## config.mk

```make
export PLATFORM = sky130hd
export DESIGN_NAME = sram_axi_arbiter
export DESIGN_NICKNAME = d
export VERILOG_FILES = /design/src/rtl/sram_axi_arbiter.sv
export SDC_FILE = /design/constraint.sdc
export NUM_CORES = 1
export LEC_CHECK = 0
export CAP_MARGIN = 20
export CORE_ASPECT_RATIO = 0.75
export CORE_MARGIN = 2
export CORE_UTILIZATION = 34
export DETAILED_ROUTE_END_ITERATION = 8
export GPL_ROUTABILITY_DRIVEN = 0
export GPL_TIMING_DRIVEN = 0
export HOLD_SLACK_MARGIN = 0.1
export PLACE_DENSITY = 0.77
export SLEW_MARGIN = 5
export SYNTH_ARGS = -nofsm -noshare
export SYNTH_HDL_FRONTEND = slang
export SYNTH_SLANG_ARGS = --single-unit
export TNS_END_PERCENT = 20
```

## constraint.sdc

```tcl
create_clock -name aclk -period 2.2 [get_ports aclk]
set_input_delay 0.55 -clock aclk [delete_from_list [all_inputs] [get_ports aclk]]
set_output_delay 0.55 -clock aclk [all_outputs]
set_load 0.05 [all_outputs]
```

## src/rtl/sram_axi_arbiter.sv

```systemverilog
// sram_axi_arbiter: shares one AXI3 master port between an instruction-fetch and a data SRAM-like requester.
// Ports: aclk/aresetn (async active-low); inst_* fetch handshake; data_* read/write handshake;
// ar*/r* read channels, aw*/w*/b* write channels (constant AXI fields are tied off at top level).
// Optional: ARB_ROUND_ROBIN_EN replaces fixed data-over-inst read priority with round-robin.
module sram_axi_arbiter #(
    parameter logic [3:0] INST_ARID = 4'd0,
    parameter logic [3:0] DATA_ARID = 4'd1,
    parameter logic [3:0] WR_ID     = 4'd1
) (
    input  logic        aclk,
    input  logic        aresetn,
    input  logic        inst_req,
    input  logic [31:0] inst_addr,
    input  logic [1:0]  inst_size,
    output logic        inst_addr_ok,
    output logic        inst_data_ok,
    output logic [31:0] inst_rdata,
    input  logic        data_req,
    input  logic        data_wr,
    input  logic [31:0] data_addr,
    input  logic [1:0]  data_size,
    input  logic [3:0]  data_wstrb,
    input  logic [31:0] data_wdata,
    output logic        data_addr_ok,
    output logic        data_data_ok,
    output logic [31:0] data_rdata,
    output logic [3:0]  arid,
    output logic [31:0] araddr,
    output logic [2:0]  arsize,
    output logic        arvalid,
    input  logic        arready,
    input  logic [3:0]  rid,
    input  logic [31:0] rdata,
    input  logic        rvalid,
    output logic        rready,
    output logic [3:0]  awid,
    output logic [31:0] awaddr,
    output logic [2:0]  awsize,
    output logic        awvalid,
    input  logic        awready,
    output logic [3:0]  wid,
    output logic [31:0] wdata,
    output logic [3:0]  wstrb,
    output logic        wlast,
    output logic        wvalid,
    input  logic        wready,
    input  logic        bvalid,
    output logic        bready
);
    typedef enum logic {AR_IDLE, AR_SEND} ar_state_t;
    typedef enum logic [1:0] {W_IDLE, W_SEND, W_RESP} w_state_t;

    ar_state_t ar_state, ar_next;
    w_state_t  w_state, w_next;
    logic        i_rd_pend, d_rd_pend, w_pend;
    logic [29:0] w_addr;
    logic        d_cand, i_cand, d_gnt, i_gnt, w_gnt;
    logic        r_inst, r_data, b_done;

    // A fetch may not read the word an in-flight store is about to change.
    assign d_cand = data_req & ~data_wr & ~d_rd_pend & ~w_pend;
    assign i_cand = inst_req & ~i_rd_pend & ~(w_pend & (inst_addr[31:2] == w_addr));

`ifdef ARB_ROUND_ROBIN_EN
    logic last_grant;
    // last_grant: 0 = inst granted last, 1 = data granted last
    assign d_gnt = (ar_state == AR_IDLE) & d_cand & (~i_cand | ~last_grant);
    assign i_gnt = (ar_state == AR_IDLE) & i_cand & (~d_cand | last_grant);
    always_ff @(posedge aclk or negedge aresetn)
        if (!aresetn)
            last_grant <= 1'b0;
        else if (d_gnt | i_gnt)
            last_grant <= d_gnt;
`else
    assign d_gnt = (ar_state == AR_IDLE) & d_cand;
    assign i_gnt = (ar_state == AR_IDLE) & i_cand & ~d_cand;
`endif

    assign w_gnt  = (w_state == W_IDLE) & data_req & data_wr & ~d_rd_pend & ~d_gnt;
    assign r_inst = rvalid & rready & (rid == INST_ARID);
    assign r_data = rvalid & rready & (rid == DATA_ARID);
    assign b_done = (w_state == W_RESP) & bvalid;

    // State registers
    always_ff @(posedge aclk or negedge aresetn)
        if (!aresetn) begin
            ar_state <= AR_IDLE;
            w_state  <= W_IDLE;
        end else begin
            ar_state <= ar_next;
            w_state  <= w_next;
        end

    // Next-state logic
    always_comb begin
        ar_next = ar_state;
        w_next  = w_state;
        if (ar_state == AR_IDLE && (d_gnt || i_gnt))
            ar_next = AR_SEND;
        else if (ar_state == AR_SEND && arready)
            ar_next = AR_IDLE;
        case (w_state)
            W_IDLE: if (w_gnt) w_next = W_SEND;
            // each channel is done once its valid has dropped or is handshaking now
            W_SEND: if ((~awvalid | awready) && (~wvalid | wready)) w_next = W_RESP;
            W_RESP: if (bvalid) w_next = W_IDLE;
            default: w_next = W_IDLE;
        endcase
    end

    // Outputs
    always_comb begin
        inst_addr_ok = i_gnt;
        data_addr_ok = d_gnt | w_gnt;
        inst_data_ok = r_inst;
        data_data_ok = r_data | b_done;
        arvalid      = (ar_state == AR_SEND);
        bready       = (w_state == W_RESP);
    end

    assign inst_rdata = rdata;
    assign data_rdata = rdata;
    assign awid       = WR_ID;
    assign wid        = WR_ID;
    assign wlast      = 1'b1;

    // Datapath and pending tracking; completion clears before a new grant sets.
    always_ff @(posedge aclk or negedge aresetn)
        if (!aresetn) begin
            araddr    <= '0;
            arsize    <= '0;
            arid      <= '0;
            awaddr    <= '0;
            awsize    <= '0;
            wdata     <= '0;
            wstrb     <= '0;
            awvalid   <= 1'b0;
            wvalid    <= 1'b0;
            rready    <= 1'b0;
            i_rd_pend <= 1'b0;
            d_rd_pend <= 1'b0;
            w_pend    <= 1'b0;
            w_addr    <= '0;
        end else begin
            rready <= 1'b1;
            if (d_gnt | i_gnt) begin
                araddr <= d_gnt ? data_addr : inst_addr;
                arsize <= {1'b0, d_gnt ? data_size : inst_size};
                arid   <= d_gnt ? DATA_ARID : INST_ARID;
            end
            if (r_inst) i_rd_pend <= 1'b0;
            if (i_gnt)  i_rd_pend <= 1'b1;
            if (r_data) d_rd_pend <= 1'b0;
            if (d_gnt)  d_rd_pend <= 1'b1;
            if (b_done) w_pend <= 1'b0;
            if (w_gnt) begin
                w_pend  <= 1'b1;
                w_addr  <= data_addr[31:2];
                awaddr  <= data_addr;
                awsize  <= {1'b0, data_size};
                wdata   <= data_wdata;
                wstrb   <= data_wstrb;
                awvalid <= 1'b1;
                wvalid  <= 1'b1;
            end else begin
                if (awready) awvalid <= 1'b0;
                if (wready)  wvalid  <= 1'b0;
            end
        end
endmodule

```

==> metrics.txt, run 1 <==
Worst path slowest cell clkdlybuf4s50_1; largest net degree at the start of global routing 63; Max clock buf depth 2; router iterations before antenna repair 4; Gate power share 0.575; # clock sinks 114; core area 0.0161 sq mm; GRT overflow 0; #FFs+latches synth 114; DIE AREA 0.0177 sq mm; Worst Path Max Fanout 2; Die Y 116 microns; Sw Ratio 0.473; Setup Skew 0.00922 ns; # setup viols final 22; Slew Viols, Final 0; total power 16.0 mW; Top-Level Pins 342; Total GRT Usage 0.231; share of layout cells above drive strength 1 0.337; area grow syn2layout 82.0%; Arrival @ worst endpoint 2.07 ns; Critical Path Source inst_addr[20]; failing checks negative setup slack; post-layout util 0.638; cell count after synthesis 516; Yosys cell types 31; Most common cell on crit path nand2_2; Max-cap violations 0; H-tree depth 4; Placed Area 0.00898 sq mm; Fin. Hold Viols 0; Mapped Avg Cell Area 10.9 sq um; # rows 40; Num CTS Buffers 17; sequential-to-total area share from yosys stat 0.505; Worst setup EP type output port; clock power share 0.175; CP delay by family, top buffers and inverters; fillcell total 1329; top achievable clock speed 382 MHz; Root Buffer clkbuf_16; vias in the first global route 5398; share of the clock period used by the worst path 1.19; worst-path cell chain clkdlybuf4s50_1 > xnor2_2 > nand4_1 > nor4_2 > nand2_2 > nand2_2 > inv_2 > buf_6; synthesized cell area 0.00565 sq mm; critical path class in2out; post-layout min period 2.62 ns; Tightest Pin Transition 0.680 ns; die width 153 microns; Seq pwr share 0.250; ANT nets after route 0; top cell type's share of synthesized area 0.505; PnR worst setup slack -0.421 ns; R2R Path Start awaddr[7]$_DFFE_PN0P_; CTS tree done; Clk Latency, worst-skew pair 0.41 ns; Switch Pwr 7.56 mW; Worst EP required 1.65 ns; Reg clk slew, reported paths 0.05 ns; unrepaired setup endpoints after global routing yes; HP Class reg2reg; Design Area, Final 0.0103 sq mm; drt drc 0; post-DP HPWL 15000 microns; relative slew slack 0.546; YS warnings 0; final WL 20500 microns; Crit path largest cell delay 0.49 ns; DRT iter0 DRCs 247; antenna cell count 0; routed vias 5304; Hold Startpoint arid[0]$_DFFE_PN0P_; IO Port Bufs 295; routed len/inst 18.7 microns; maximum VDD drop 1070 uV; Initial Util 0.350; Power Dens Cells 1560 mW/mm^2; worst hold slack 0.478 ns; first-pass GRT wire length 31000 microns; CP startpoint kind input port; final net count 1023; initial antenna violation count 0; status finished with violations; P_leak 4.69 nW; via/cell ratio 4.84; Synth area leaders dfrtp_1, mux2_2, buf_4; P_int 8.44 mW; post-synth top area cell dfrtp_1; Bufs and invs on worst path 3
## registers in the layout, summed over array words and instances, names as in the netlist, 2 cells and up
register  count
awaddr       32
arsize        2
w_state       2
awsize        2
wstrb         4
araddr       32
wdata        32
## stage by stage
step                      worst slack (ns)  setup TNS (ns)  cells
after CTS                           -0.351           -5.08   1094
after floorplan                    -0.0498          -0.151    529
after global placement               -4.56         -556.58   1034
after global routing                -0.475           -4.69   1096
final                               -0.421           -1.14   1096
after detailed placement             -1.66          -76.79   1036
## synthesized netlist by cell type, drive strengths merged
| library cell | number |
|---|---|
| nand3b | 1 |
| nand4 | 14 |
| and3 | 1 |
| dfrtp | 114 |
| conb | 2 |
| a22oi | 1 |
| or4 | 1 |
| a21oi | 34 |
| buf | 85 |
| nand2 | 16 |
| and4 | 1 |
| nor3 | 2 |
| a21o | 1 |
| nor2b | 2 |
| xnor2 | 30 |
| inv | 2 |
| nand2b | 5 |
| clkbuf | 21 |
| a31oi | 34 |
| nor4 | 5 |
| nand3 | 3 |
| o21ai | 36 |
| mux2 | 70 |
| nor2 | 35 |
## metal layers
metal,GRT usage,share of wire
met5,0,0
met2,0.381,0.49
met1,0.288,0.41
met4,0.0630,0.014
met3,0.0875,0.087
## cells in the final DEF (no fill, tap or decap), drive strengths merged, types with 15 or more instances in the layout
cell type,count
clkdlybuf4s50,215
buf,122
dfrtp,114
mux2,70
dlygate4sd2,49
clkbuf,41
o21ai,36
nor2,35
a31oi,34
a21oi,34
xnor2,30
dlymetal6s2s,22
nand2,16
conb,15
## power by group through the flow
stage          clock (mW)  combinational [mW]  sequential, mW
2_1_floorplan           0                2.16            7.35
3_3_place_gp            0                8.78            3.86
3_5_place_dp            0                8.84            3.89
4_1_cts              2.84                9.16            3.97
5_1_grt              2.94                9.59            4.14
6_report             2.79                9.20            4.00
## worst paths after layout
path | end | slack [ns] | depth (start not counted)
worst max-delay path | inst_addr_ok | -0.42 | 8
worst min-delay path | arid[0]$_DFFE_PN0P_ | 0.48 | 1
worst max register to register | araddr[19]$_DFFE_PN0P_ | -0.05 | 10
worst min register to register | arid[0]$_DFFE_PN0P_ | 0.48 | 1
max in group asynchronous | awaddr[30]$_DFFE_PN0P_ | 0.83 | 3
min in group asynchronous | wstrb[3]$_DFFE_PN0P_ | 0.66 | 2
## repair_timing
| action | CTS | global route |
|---|---|---|
| endpoints found under the hold margin | 1 | 0 |
| hold buffers | 1 | 0 |
| setup endpoints to repair | 92 | 60 |
| pin swaps | 48 | 18 |
| setup buffers | 23 | 5 |
| gates cloned | 4 | 0 |
| gates resized for setup | 149 | 47 |
## final cells by class
cell class / instances / area, sq um / share of cell area
buffer: 103 / 742 / 0.0722
clock buffer: 22 / 464 / 0.0452
clock inverter: 10 / 133 / 0.0129
inverter: 2 / 7.51 / 0.000730
multi-input combinational: 307 / 2490 / 0.242
sequential: 114 / 2870 / 0.280
tap: 210 / 263 / 0.0256
timing repair buffer: 328 / 3310 / 0.322
## logic make-up after synthesis
logic type / Yosys count / synth area share
flip-flops: 114 / 0.505
buffers and inverters: 108 / 0.129
AO/OA/AOI/OAI: 106 / 0.103
AND/OR/NAND/NOR: 86 / 0.0758
multiplexers: 70 / 0.140
XOR/XNOR: 30 / 0.0465
other: 2 / 0.00133
Power figures use the tool's default switching activity.
==> inputs of run 2 (changes only) <==
Settings changed: CAP_MARGIN 20 to default.
==> results of run 2 <==
Final layout, timing and power as in run 1 (identical DEF).
